File: src/rtl/dmem_arbiter.sv
// Round-robin arbiter sharing one single-port data memory between CPU (port 0) and debug/DMA (port 1).
// Latency: gnt one edge after req, registered mem_* for one ACCESS cycle, rdata/rvalid the edge after; 1 access per 2 cycles peak.
// Backpressure: requesters hold req+cmd until gnt. Define DMEM_ARB_FIXED_PRIO_EN for fixed port-0 priority (no rr_ptr).
module dmem_arbiter #(
  parameter int ADDR_W = 6,
  parameter int DATA_W = 32
) (
  input  logic              clk,
  input  logic              rst,
  input  logic [1:0]        req,
  input  logic [1:0]        we,
  input  logic [ADDR_W-1:0] addr0,
  input  logic [ADDR_W-1:0] addr1,
  input  logic [DATA_W-1:0] wdata0,
  input  logic [DATA_W-1:0] wdata1,
  output logic [1:0]        gnt,
  output logic [1:0]        rvalid,
  output logic [DATA_W-1:0] rdata,
  output logic              mem_read,
  output logic              mem_write,
  output logic [ADDR_W-1:0] mem_addr,
  output logic [DATA_W-1:0] mem_wdata,
  input  logic [DATA_W-1:0] mem_rdata
);

  typedef enum logic {
    IDLE   = 1'b0,
    ACCESS = 1'b1
  } state_t;

  state_t state, state_nxt;
  logic   grant;
  logic   win;
  logic   cmd_we;
  logic   cmd_owner;
`ifndef DMEM_ARB_FIXED_PRIO_EN
  logic   rr_ptr;
`endif

  always_comb begin
    grant     = 1'b0;
    win       = 1'b0;
    state_nxt = state;
    case (state)
      IDLE: begin
        if (|req) begin
          grant     = 1'b1;
          state_nxt = ACCESS;
`ifdef DMEM_ARB_FIXED_PRIO_EN
          win = (req == 2'b10);
`else
          win = (req == 2'b10) | ((req == 2'b11) & rr_ptr);
`endif
        end
      end
      ACCESS:  state_nxt = IDLE;
      default: state_nxt = IDLE;
    endcase
  end

  always_ff @(posedge clk or posedge rst) begin
    if (rst) state <= IDLE;
    else     state <= state_nxt;
  end

  // mem_addr/mem_wdata double as the command registers: they hold outside ACCESS.
  always_ff @(posedge clk or posedge rst) begin
    if (rst) begin
      gnt       <= 2'b00;
      rvalid    <= 2'b00;
      rdata     <= '0;
      mem_read  <= 1'b0;
      mem_write <= 1'b0;
      mem_addr  <= '0;
      mem_wdata <= '0;
      cmd_we    <= 1'b0;
      cmd_owner <= 1'b0;
`ifndef DMEM_ARB_FIXED_PRIO_EN
      rr_ptr    <= 1'b0;
`endif
    end else begin
      gnt    <= 2'b00;
      rvalid <= 2'b00;
      if (grant) begin
        gnt       <= win ? 2'b10 : 2'b01;
        cmd_we    <= we[win];
        cmd_owner <= win;
        mem_read  <= ~we[win];
        mem_write <= we[win];
        mem_addr  <= win ? addr1 : addr0;
        mem_wdata <= win ? wdata1 : wdata0;
`ifndef DMEM_ARB_FIXED_PRIO_EN
        rr_ptr    <= ~win;
`endif
      end else if (state == ACCESS) begin
        mem_read  <= 1'b0;
        mem_write <= 1'b0;
        if (!cmd_we) begin
          rdata  <= mem_rdata;
          rvalid <= cmd_owner ? 2'b10 : 2'b01;
        end
      end
    end
  end

endmodule

File: config.mk
export PLATFORM = sky130hd
export DESIGN_NAME = dmem_arbiter
export DESIGN_NICKNAME = d
export VERILOG_FILES = /design/src/rtl/dmem_arbiter.sv
export SDC_FILE = /design/constraint.sdc
export NUM_CORES = 1
export LEC_CHECK = 0
export BUFFER_PORTS_ARGS = -buffer_cell sky130_fd_sc_hd__buf_2
export CAP_MARGIN = 15
export CORE_ASPECT_RATIO = 2
export CORE_MARGIN = 2
export CORE_UTILIZATION = 45
export CTS_BUF_LIST = sky130_fd_sc_hd__clkbuf_8
export DETAILED_ROUTE_END_ITERATION = 7
export PLACE_DENSITY = 0.88
export SLEW_MARGIN = 20
export SYNTH_ARGS = -nofsm -noshare
export SYNTH_HDL_FRONTEND = slang
export SYNTH_SLANG_ARGS = --single-unit
File: constraint.sdc
create_clock -name clk -period 4 [get_ports clk]
set_input_delay 0.8 -clock clk [delete_from_list [all_inputs] [get_ports clk]]
set_output_delay 0.8 -clock clk [all_outputs]
set_load 0.005 [all_outputs]
==> metrics.log, run 1 <==
[metrics] min-delay worst type: register to register
[metrics] total of flip-flops plus latches after synthesis: 80
[metrics] Avg WL per Cell: 15.5 µm
[metrics] Overall Power: 2.46 mW
[metrics] post-synthesis instance area: 3300 µm²
[metrics] number of CTS-inserted buffers: 9
[metrics] Hold EP: rvalid[0]
[metrics] number of max-cap violations: 0
[metrics] initial core utilization: 45.8%
[metrics] latest clock arrival within the worst-skew pair: 340 ps
[metrics] Max Slew Vio Count: 0
[metrics] final worst slack: 1920 ps
[metrics] Req. time, crit path: 4270 ps
[metrics] sequential cell area in the final layout: 2000 µm²
[metrics] number of antenna violations at the first check in global routing: 0
[metrics] xor and xnor fraction of the mapped netlist area: 0%
[metrics] number of global-route vias before repair: 2,971
[metrics] root buf cell: sky130_fd_sc_hd__clkbuf_8
[metrics] Hold-fix buffers, CTS: 0
[metrics] sw power: 0.704 mW
[metrics] CTS-repair resized insts: 0
[metrics] placed wire-length estimate after detailed placement: 6210 µm
[metrics] number of hold-slack violations in the final timing report: 0
[metrics] floorplan die area: 8080 µm²
[metrics] leakage component of the power: 2.24 nW
[metrics] number of remaining DRC errors: 0
[metrics] mean instance size in the synthesized netlist: 13.5 µm²
[metrics] switching share of total power: 28.6%
[metrics] Syn Nets: 358
[metrics] capture point of the worst reg-to-reg path: mem_wdata[27]
[metrics] Port-buffer cells: 189
[metrics] multiplexer area fraction after synthesis: 10.9%
[metrics] clock transition time at the flip-flop clock pins of the worst setup and hold paths: 70 ps
[metrics] layout overhead on the synthesized area: 35.6%
[metrics] number of antenna repair diodes: 0
[metrics] 1st-iter DRT viols: 210
[metrics] VDD IR max: 262 µV
[metrics] maximum frequency from static timing analysis: 480 MHz
[metrics] gr ovfl total: 0
[metrics] Filler Cells Inserted: 578
[metrics] post-synthesis simple-gate area fraction: 9.36%
[metrics] worst-case clock buffer depth: 2
[metrics] final weighted congestion of routability-driven global placement: 0.794
[metrics] cell area after placement: 4290 µm²
[metrics] data arrival at the endpoint of the critical path: 2350 ps
[metrics] critical path startpoint category: input port
[metrics] number of cell rows: 44
[metrics] internal power component: 1.76 mW
[metrics] cells on worst reg2reg path: 3
[metrics] Top delay family on crit path: simple AND/OR/NAND/NOR gates
[metrics] compound-gate portion of the synthesized area: 15.4%
[metrics] min Tclk post-route: 2080 ps
[metrics] total routing resource utilization after global routing: 20.5%
[metrics] summed area of non-filler cells in the final layout: 4470 µm²
[metrics] overall die height: 125 µm
[metrics] Slew Limit Headroom: 40.6%
[metrics] total power per unit cell area: 550 nW/µm²
[metrics] vias per cell: 5.30
[metrics] YS warnings: 0
[metrics] number of detailed-route iterations in the first pass: 4
[metrics] final worst path period share: 52.1%
[metrics] CTS HTree Levels: 3
[metrics] transition at the pin with the smallest max-transition slack: 888 ps
[metrics] die span in x: 64.6 µm
[metrics] worst setup slack before clock tree synthesis: 1370 ps
[metrics] outcome: completed
[metrics] share of synthesized cell area in full adder, half adder and majority cells: 0%
[metrics] Synth cell types: 27
[metrics] fraction of registers with async set or reset after synthesis: 100%
[metrics] post-detailed-routing wire length: 8170 µm
[metrics] Critical Path Fanout Max: 35
[metrics] number of flops mapped to enable cells by yosys: 0
[metrics] Slowest cell on crit path: sky130_fd_sc_hd__nor2_4
[metrics] Critical R2R Launch: rr_ptr
[metrics] crit end category: register
[metrics] CP Depth: 4
[metrics] category of the most critical setup path: input port to register
[metrics] final setup TNS: 0 ps
[metrics] cell depth of the worst min-delay path: 1
[metrics] proportion of power drawn by combinational gates: 29.5%
[metrics] ys flop type: sky130_fd_sc_hd__dfrtp_1
[metrics] Non-Filler Instances: 526
[metrics] final setup fails: 0
[metrics] RSZ-0062 raised after global routing: false
[metrics] Net count, final: 543
[metrics] crit-path max cell delay: 710 ps
[metrics] CTS tree: built
[metrics] Reg power frac: 48.5%
[metrics] number of buffer and inverter stages on the critical path: 1
[metrics] start point of the worst min-delay path: cmd_owner
[metrics] share of post-route cells with drive strength above 1: 56.0%
[metrics] CP cell instances: buf_2, nand2b_1, nor2_4, a221o_1
[metrics] clock tree sinks: 80
[metrics] Cells after Synth: 244
[metrics] largest family of logic cells by synthesized area: compound AO/OA/AOI/OAI gates
[metrics] pin count of the biggest net entering global routing: 47
[metrics] number of instances in the placed design: 510
[metrics] count of antenna-violating nets left after detailed routing: 0
[metrics] area occupied by multi-input gates: 1190 µm²
[metrics] register-to-register path setup slack: 2010 ps
[metrics] setup fix buffers added after clock tree synthesis: 0
[metrics] share of power burned in the clock network: 21.9%
[metrics] clk_skew: 8.26 ps
[metrics] first-pass GRT wire length: 12,800 µm
[metrics] sequential share of the synthesized area: 60.7%
[metrics] total number of vias: 2,790
[metrics] core outline area: 7210 µm²
[metrics] count of boundary I/O pins: 190
cell usage after synthesis (2+ instances only):
cell type	number	area [µm²]
sky130_fd_sc_hd__o2111ai_1	7	61.3
sky130_fd_sc_hd__o21ai_0	7	35.0
sky130_fd_sc_hd__buf_4	3	22.5
sky130_fd_sc_hd__inv_2	3	11.3
sky130_fd_sc_hd__a31oi_1	7	43.8
sky130_fd_sc_hd__nor3_1	3	15.0
sky130_fd_sc_hd__clkbuf_1	3	11.3
sky130_fd_sc_hd__nor2_4	2	22.5
sky130_fd_sc_hd__mux2_2	32	360
sky130_fd_sc_hd__nor2_1	12	45.0
sky130_fd_sc_hd__buf_6	3	33.8
sky130_fd_sc_hd__a221o_1	31	310
sky130_fd_sc_hd__and2_0	3	18.8
sky130_fd_sc_hd__dfrtp_1	80	2000
sky130_fd_sc_hd__and2_1	29	181
sky130_fd_sc_hd__buf_2	8	40.0
flip-flops by register name (all words and copies together), names as in the netlist:
name and flops:
rr_ptr 1, state 1, mem_addr 6, mem_wdata 32, gnt 2, mem_read 1
rvalid 2, mem_write 1, cmd_owner 1, rdata 32, cmd_we 1
worst max-delay path by stage:
stage,start,to
after detailed placement,req[1],cmd_we
after floorplan,rst,cmd_owner
after CTS,req[1],cmd_we
final,req[1],mem_wdata[27]
after global placement,req[1],cmd_we
after global routing,req[1],mem_wdata[27]
power groups by stage:
stage               Clock, mW  Combinational (mW)  Sequential, mW
floorplan                   0               0.353            1.21
global placement            0               0.709            1.19
detailed placement          0               0.737            1.21
CTS                     0.559               0.738            1.20
global route            0.594               0.801            1.22
finish                  0.540               0.727            1.19
cells in the final DEF, fill, tap and decap left out:
cell / instances
sky130_fd_sc_hd__dfrtp_1: 80
sky130_fd_sc_hd__clkinv_2: 2
sky130_fd_sc_hd__bufinv_16: 1
sky130_fd_sc_hd__a2111oi_0: 1
sky130_fd_sc_hd__nor2b_1: 1
sky130_fd_sc_hd__buf_6: 1
sky130_fd_sc_hd__nor2_4: 2
sky130_fd_sc_hd__o21bai_4: 1
sky130_fd_sc_hd__and2_1: 29
sky130_fd_sc_hd__o2111ai_1: 7
sky130_fd_sc_hd__nor4_1: 1
sky130_fd_sc_hd__a31oi_1: 7
sky130_fd_sc_hd__a21o_1: 1
sky130_fd_sc_hd__clkbuf_8: 9
sky130_fd_sc_hd__inv_2: 3
sky130_fd_sc_hd__inv_1: 4
sky130_fd_sc_hd__nor2_1: 12
sky130_fd_sc_hd__and2_0: 3
sky130_fd_sc_hd__buf_2: 189
sky130_fd_sc_hd__a221o_1: 31
sky130_fd_sc_hd__clkinvlp_4: 1
sky130_fd_sc_hd__o21ai_0: 7
sky130_fd_sc_hd__or4_1: 1
sky130_fd_sc_hd__nand2b_1: 1
sky130_fd_sc_hd__nor3_1: 3
sky130_fd_sc_hd__mux2_2: 32
sky130_fd_sc_hd__buf_4: 1
sky130_fd_sc_hd__o311a_1: 1
sky130_fd_sc_hd__a311o_1: 1
sky130_fd_sc_hd__a211oi_4: 1
per-stage QoR:
step	hold slack, ps	utilization, %
final	441	62.0
after global routing	472	62.0
after CTS	443	61.9
after detailed placement	439	59.4
after global placement	445	59.3
after floorplan	416	-
final cells by class:
class                      instances  area share, %
inverter                           4          0.364
timing repair buffer             191           21.6
clock buffer                       9           2.77
sequential                        80           44.7
multi-input combinational        143           26.7
clock inverter                     7           1.29
tap                               92           2.57
cell families (layout without fill, tap and decap cells):
kind of cell,Yosys count,in the layout
AO/OA/AOI/OAI,58,58
flip-flops,80,80
multiplexers,32,32
AND/OR/NAND/NOR,53,53
buffers and inverters,21,211
metal layers:
layer | GRT usage, % | share of wire (%) | up-vias | wire, µm
li1 | - | - | 1282 | -
met1 | 21.8 | 37 | 1336 | 2990
met2 | 36.6 | 54 | 142 | 4420
met3 | 2.79 | 5.3 | 30 | 437
met4 | 13.4 | 4.0 | 0 | 330
met5 | 0 | 0 | - | 0
(Power assumes the default switching activity.)
==> inputs of run 2 (changes only) <==
- ABC_AREA: unset -> 1
- CORE_UTILIZATION: 45 -> 42
- PLACE_DENSITY: 0.88 -> 0.85
- clock period: 4 -> 1.8 ns (I/O delays scaled with it)
==> run 2 against run 1 <==
Effect of this change: area after synthesis is 6.0% higher; critical path depth is 1 higher; via count is 22% higher; highest routed layer unchanged.
==> metrics.log, run 2 <==
[metrics] outcome: completed
[metrics] number of flops mapped to enable cells by yosys: 0 (unchanged)
[metrics] Port-buffer cells: 189 (unchanged)
[metrics] YS warnings: 0 (unchanged)
[metrics] Max Slew Vio Count: 0 (unchanged)
[metrics] Cells after Synth: 404 (+66%)
[metrics] floorplan die area: 9120 µm² (+13%)
[metrics] total of flip-flops plus latches after synthesis: 80 (unchanged)
[metrics] final setup fails: 0 (unchanged)
[metrics] ys flop type: sky130_fd_sc_hd__dfrtp_1
[metrics] number of detailed-route iterations in the first pass: 5 (+1)
[metrics] die span in x: 68.5 µm (+6.2%)
[metrics] RSZ-0062 raised after global routing: false
[metrics] registers with the highest flip-flop counts: mem_wdata: 32 flops, rdata: 32 flops, mem_addr: 6 flops
[metrics] number of global-route vias before repair: 3,266 (+9.9%)
[metrics] core outline area: 8170 µm² (+13%)
[metrics] 1st-iter DRT viols: 296 (+41%)
[metrics] layout overhead on the synthesized area: 35.1%
[metrics] number of max-cap violations: 0 (unchanged)
[metrics] Syn Nets: 518 (+45%)
[metrics] leakage component of the power: 2.74 nW (+22%)
[metrics] vias per cell: 4.93 (-7.0%)
[metrics] fraction of registers with async set or reset after synthesis: 100% (unchanged)
[metrics] maximum frequency from static timing analysis: 634 MHz
[metrics] count of antenna-violating nets left after detailed routing: 0 (unchanged)
[metrics] data arrival at the endpoint of the critical path: 1860 ps (-490 ps)
[metrics] share of post-route cells with drive strength above 1: 39.3% (-17 points)
[metrics] Non-Filler Instances: 691 (+31%)
[metrics] commonest non-fill, non-tap cells in the layout: sky130_fd_sc_hd__buf_2 (189), sky130_fd_sc_hd__nand2_1 (123), sky130_fd_sc_hd__nand3_1 (82)
[metrics] number of cell rows: 47 (+6.8%)
[metrics] share of the synthesized area in the top cell type: 57.2% (-3.4 points)
[metrics] final weighted congestion of routability-driven global placement: 0.779 (-1.8%)
[metrics] CTS-repair resized insts: 0 (unchanged)
[metrics] number of CTS-inserted buffers: 9 (unchanged)
[metrics] setup fix buffers added after clock tree synthesis: 0 (unchanged)
[metrics] most frequent cell after synthesis: sky130_fd_sc_hd__nand2_1
[metrics] root buf cell: sky130_fd_sc_hd__clkbuf_8
[metrics] critical path startpoint category: register
[metrics] clk_skew: 8.04 ps (-0.215 ps)
[metrics] pin count of the biggest net entering global routing: 81 (+72%)
[metrics] transition at the pin with the smallest max-transition slack: 726 ps (-163 ps)
[metrics] worst-case clock buffer depth: 2 (unchanged)
[metrics] sequential share of the synthesized area: 57.2% (-3.4 points)
[metrics] latest clock arrival within the worst-skew pair: 350 ps (about the same)
[metrics] mean instance size in the synthesized netlist: 8.66 µm² (-36%)
[metrics] crit end category: register
[metrics] Worst Hold Slack: 123 ps (-318 ps)
[metrics] initial core utilization: 42.8% (-3.0 points)
[metrics] final worst path period share: 87.7%
[metrics] count of boundary I/O pins: 190 (unchanged)
[metrics] main area contributors after synthesis: sky130_fd_sc_hd__dfrtp_1 (57%), sky130_fd_sc_hd__nand2_1 (13%), sky130_fd_sc_hd__nand3_1 (12%), sky130_fd_sc_hd__inv_1 (5.7%), sky130_fd_sc_hd__o21ai_2 (3.5%)
[metrics] total routing resource utilization after global routing: 21.1% (+0.57 points)
[metrics] number of antenna repair diodes: 0 (unchanged)
[metrics] total power per unit cell area: 1160 nW/µm² (+110%)
[metrics] post-synthesis instance area: 3500 µm² (+6.0%)
[metrics] Slew Limit Headroom: 51.6% (+11 points)
[metrics] CTS HTree Levels: 3 (unchanged)
[metrics] largest area contributor in the synthesized netlist: sky130_fd_sc_hd__dfrtp_1
[metrics] number of instances in the placed design: 675 (+32%)
[metrics] post-detailed-routing wire length: 9290 µm (+14%)
[metrics] first-pass GRT wire length: 14,700 µm (+15%)
[metrics] min-delay worst type: input port to async pin
[metrics] placed wire-length estimate after detailed placement: 6810 µm (+9.6%)
[metrics] commonest non-fill, non-tap cell in the layout: sky130_fd_sc_hd__buf_2
[metrics] number of remaining DRC errors: 0 (unchanged)
[metrics] total number of vias: 3,407 (+22%)
[metrics] min Tclk post-route: 1580 ps
[metrics] final setup TNS: 0 ps (unchanged)
[metrics] list of most frequent post-synthesis cells: sky130_fd_sc_hd__nand2_1 (123), sky130_fd_sc_hd__nand3_1 (82), sky130_fd_sc_hd__dfrtp_1 (80), sky130_fd_sc_hd__inv_1 (53), sky130_fd_sc_hd__o21ai_1 (16)
[metrics] Hold-fix buffers, CTS: 0 (unchanged)
[metrics] Req. time, crit path: 2090 ps (-2180 ps)
[metrics] Avg WL per Cell: 13.4 µm (-13%)
[metrics] clock tree sinks: 80 (unchanged)
[metrics] CTS tree: built
[metrics] number of hold-slack violations in the final timing report: 0 (unchanged)
[metrics] gr ovfl total: 0 (unchanged)
[metrics] Synth cell types: 16 (-41%)
[metrics] Critical Path Fanout Max: 32 (-8.6%)
[metrics] final core utilization: 57.8% (-4.2 points)
[metrics] clock transition time at the flip-flop clock pins of the worst setup and hold paths: 90 ps (+20 ps)
[metrics] Net count, final: 702 (+29%)
[metrics] overall die height: 133 µm (+6.4%)
[metrics] VDD IR max: 486 µV (+85%)
[metrics] number of antenna violations at the first check in global routing: 0 (unchanged)
[metrics] category of the most critical setup path: register to register
[run 2: changes by cell type after synthesis, sizes merged, moves of 2 or more]
cell | previous run | this run
inv | 4 | 56
nor3 | 3 | 0
mux2 | 32 | 0
o2111ai | 7 | 0
buf | 14 | 17
and2 | 32 | 0
nand3 | 0 | 82
clkbuf | 3 | 5
o21ai | 7 | 34
a221o | 31 | 0
nand2 | 0 | 124
nor2 | 14 | 5
a31oi | 7 | 0
[run 2: logic make-up (layout without fill, tap and decap cells)]
kind of cell | count (synthesis) | in the layout | share of synthesized area [%]
AND/OR/NAND/NOR | 212 | 212 | 26.3
flip-flops | 80 | 80 | 57.2
buffers and inverters | 78 | 267 | 10.1
AO/OA/AOI/OAI | 34 | 34 | 6.37
[run 2: area by class of cell]
class                           count  area, µm²
Multi-Input combinational cell    246       1140
Tap cell                           98        123
Inverter                           56        214
Clock buffer                       10        138
Clock inverter                      6       91.3
Timing Repair Buffer              195       1020
Sequential cell                    80       2000
Fill cell                         710       3450
[run 2: worst paths after layout]
kind	cells after the start	to	start	slack [ps]
min reg2reg	1	rvalid[0]	cmd_owner	440
max	5	mem_wdata[17]	state	220
max reg2reg	5	mem_wdata[17]	state	220
max in group asynchronous	3	mem_wdata[3]	rst	1340
min	3	mem_wdata[13]	rst	120
min in group clk	3	mem_addr[0]	addr1[0]	230
[run 2: routing by layer]
| metal | up-vias | GRT usage [%] | wire length (µm) |
|---|---|---|---|
| li1 | 1626 | - | - |
| met1 | 1590 | 23.1 | 3380 |
| met2 | 164 | 36.3 | 4930 |
| met3 | 27 | 5.61 | 725 |
| met4 | 0 | 9.33 | 261 |
| met5 | - | 0 | 0 |
[run 2: metrics by stage]
| step | area [µm²] | setup WS, ps | power (mW) |
|---|---|---|---|
| finish | 4730 | 222 | 5.48 |
| floorplan | 3500 | 530 | 3.32 |
| global placement | 4500 | 245 | 3.98 |
| global route | 4730 | 22.6 | 5.89 |
| CTS | 4730 | 207 | 5.56 |
| detailed placement | 4500 | 192 | 4.06 |
[run 2: power by group]
part | switching, mW | leakage [nW] | total, mW | internal (mW)
combinational | 0.800 | 1.65 | 1.49 | 0.692
sequential | 0.250 | 0.974 | 2.51 | 2.26
clock | 0.654 | 0.117 | 1.48 | 0.826
total | 1.70 | 2.74 | 5.48 | 3.78
[run 2: worst max-delay path, stage by stage, from the launching register on]
cell and delay (ps):
sky130_fd_sc_hd__dfrtp_1 460, sky130_fd_sc_hd__nor2_4 260, sky130_fd_sc_hd__nand2_2 110, sky130_fd_sc_hd__inv_2 440, sky130_fd_sc_hd__nand2_1 110, sky130_fd_sc_hd__nand3_1 120
==> inputs of run 3 (changes only) <==
- CORE_MARGIN: 2 -> 10
- MAX_ROUTING_LAYER: unset -> met4
==> run 3 against run 2 <==
Effect of this change: sequential share of layout area down 0.12 points; register-to-register slack better by 30 ps; sequential cell count unchanged; combinational power up 5%; largest cell class unchanged; cell count up 0.29%.
==> metrics.log, run 3 (synthesized netlist as in run 2, its figures left out) <==
[metrics] setup fix buffers added after clock tree synthesis: 0 (unchanged)
[metrics] number of max-cap violations: 0 (unchanged)
[metrics] clock tree sinks: 80 (unchanged)
[metrics] Critical Path Fanout Max: 66 (+110%)
[metrics] Hold-fix buffers, CTS: 1 (+1)
[metrics] worst setup slack before clock tree synthesis: 278 ps (+86.8 ps)
[metrics] gr ovfl total: 0 (unchanged)
[metrics] category of the most critical setup path: register to register
[metrics] critical path startpoint category: register
[metrics] number of antenna repair diodes: 0 (unchanged)
[metrics] layout overhead on the synthesized area: 35.5%
[metrics] overall die height: 149 µm (+12%)
[metrics] number of global-route vias before repair: 3,775 (+16%)
[metrics] CTS HTree Levels: 3 (unchanged)
[metrics] final weighted congestion of routability-driven global placement: 0.844 (+8.3%)
[metrics] registers with the highest flip-flop counts: mem_wdata: 32 flops, rdata: 32 flops, mem_addr: 6 flops
[metrics] share of post-route cells with drive strength above 1: 39.0% (-0.30 points)
[metrics] number of CTS-inserted buffers: 9 (unchanged)
[metrics] worst-case clock buffer depth: 2 (unchanged)
[metrics] number of cell rows: 47 (unchanged)
[metrics] outcome: completed
[metrics] final setup TNS: 0 ps (unchanged)
[metrics] clock transition time at the flip-flop clock pins of the worst setup and hold paths: 80 ps (about the same)
[metrics] vias per cell: 5.05 (+2.4%)
[metrics] total number of vias: 3,500 (+2.7%)
[metrics] data arrival at the endpoint of the critical path: 1810 ps (-50 ps)
[metrics] transition at the pin with the smallest max-transition slack: 737 ps (+11.2 ps)
[metrics] min Tclk post-route: 1550 ps (-32.0 ps)
[metrics] RSZ-0062 raised after global routing: false
[metrics] Top delay family on crit path: simple AND/OR/NAND/NOR gates
[metrics] number of detailed-route iterations in the first pass: 4 (-1)
[metrics] 1st-iter DRT viols: 196 (-34%)
[metrics] die span in x: 84.5 µm (+23%)
[metrics] CP cell instances: inv_2, or2_4, nand2_1, o21ai_2
[metrics] count of antenna-violating nets left after detailed routing: 0 (unchanged)
[metrics] Avg WL per Cell: 16.4 µm (+22%)
[metrics] final worst path period share: 85.9% (-1.8 points)
[metrics] post-detailed-routing wire length: 11,300 µm (+22%)
[metrics] initial core utilization: 42.5% (-0.31 points)
[metrics] total power per unit cell area: 1160 nW/µm² (about the same)
[metrics] final core utilization: 57.6% (-0.25 points)
[metrics] Slew Limit Headroom: 50.9% (-0.75 points)
[metrics] crit end category: register
[metrics] leakage component of the power: 2.75 nW (+0.31%)
[metrics] pin count of the biggest net entering global routing: 70 (-14%)
[metrics] Slowest cell on crit path: sky130_fd_sc_hd__or2_4
[metrics] number of hold-slack violations in the final timing report: 0 (unchanged)
[metrics] Port-buffer cells: 189 (unchanged)
[metrics] min-delay worst type: input port to register
[metrics] floorplan die area: 12,600 µm² (+38%)
[metrics] number of buffer and inverter stages on the critical path: 1 (unchanged)
[metrics] CTS tree: built
[metrics] final setup fails: 0 (unchanged)
[metrics] count of boundary I/O pins: 190 (unchanged)
[metrics] CTS-repair resized insts: 0 (unchanged)
[metrics] Net count, final: 704 (+0.28%)
[metrics] number of antenna violations at the first check in global routing: 0 (unchanged)
[metrics] clk_skew: 5.02 ps (-3.02 ps)
[metrics] final worst slack: 254 ps (+32.0 ps)
[metrics] number of remaining DRC errors: 0 (unchanged)
[metrics] crit-path max cell delay: 600 ps (+140 ps)
[metrics] VDD IR max: 483 µV (-0.61%)
[metrics] commonest non-fill, non-tap cell in the layout: sky130_fd_sc_hd__buf_2
[metrics] Req. time, crit path: 2070 ps (-20 ps)
[metrics] core outline area: 8230 µm² (+0.72%)
[metrics] Max Slew Vio Count: 0 (unchanged)
[metrics] root buf cell: sky130_fd_sc_hd__clkbuf_8
[metrics] commonest non-fill, non-tap cells in the layout: sky130_fd_sc_hd__buf_2 (189), sky130_fd_sc_hd__nand2_1 (123), sky130_fd_sc_hd__nand3_1 (82)
[metrics] first-pass GRT wire length: 18,100 µm (+23%)
[metrics] total routing resource utilization after global routing: 18.2% (-2.9 points)
[metrics] latest clock arrival within the worst-skew pair: 350 ps (about the same)
[metrics] placed wire-length estimate after detailed placement: 8690 µm (+27%)
[metrics] maximum frequency from static timing analysis: 647 MHz (+2.1%)
==> run 3: layout make-up <==
class / instances / area [µm²]
clock buffers: 9 / 124
clock inverters: 7 / 88.8
fillers: 750 / 3490
inverters: 56 / 214
multi-input cells: 246 / 1140
flip-flops and latches: 80 / 2000
well taps: 98 / 123
repair buffers: 197 / 1050
==> run 3: report_power, final <==
part           leakage, nW  internal, mW  switching [mW]
combinational         1.67         0.705           0.862
clock                0.112         0.771           0.648
sequential           0.974          2.26           0.253
==> run 3: final timing paths <==
check,start,slack [ps],endpoint,depth (start not counted)
max,state,250,rdata[11],4
max reg2reg,state,250,rdata[11],4
min reg2reg,cmd_owner,440,rvalid[0],1
max in group asynchronous,rst,610,rdata[12],4
min,wdata1[21],220,mem_wdata[21],3
min in group asynchronous,rst,550,mem_wdata[29],3
==> run 3: through the flow <==
| stage | instances | instance area [µm²] | hold WS (ps) | power, mW |
|---|---|---|---|---|
| detailed placement | 676 | 4520 | 350 | 4.14 |
| global placement | 676 | 4520 | 342 | 4.05 |
| finish | 693 | 4740 | 218 | 5.50 |
| floorplan | 404 | 3500 | 403 | 3.32 |
| CTS | 693 | 4740 | 203 | 5.58 |
| global route | 693 | 4740 | 219 | 5.86 |
==> run 3: worst reg2reg max path, delay by kind of cell, from the launching register on <==
| family | cells | cell delay, ps |
|---|---|---|
| buffers and inverters | 1 | 100 |
| DFF | 1 | 460 |
| and+or+nand+nor | 2 | 800 |
| AOI/OAI and AO/OA | 1 | 110 |
==> run 3: layer usage <==
metal	up-vias	track usage (%)	wire length [µm]
met5	-	-	0
met3	38	4.49	779
met2	186	30.1	5890
met4	0	11.1	493
li1	1632	-	-
met1	1644	18.8	4170
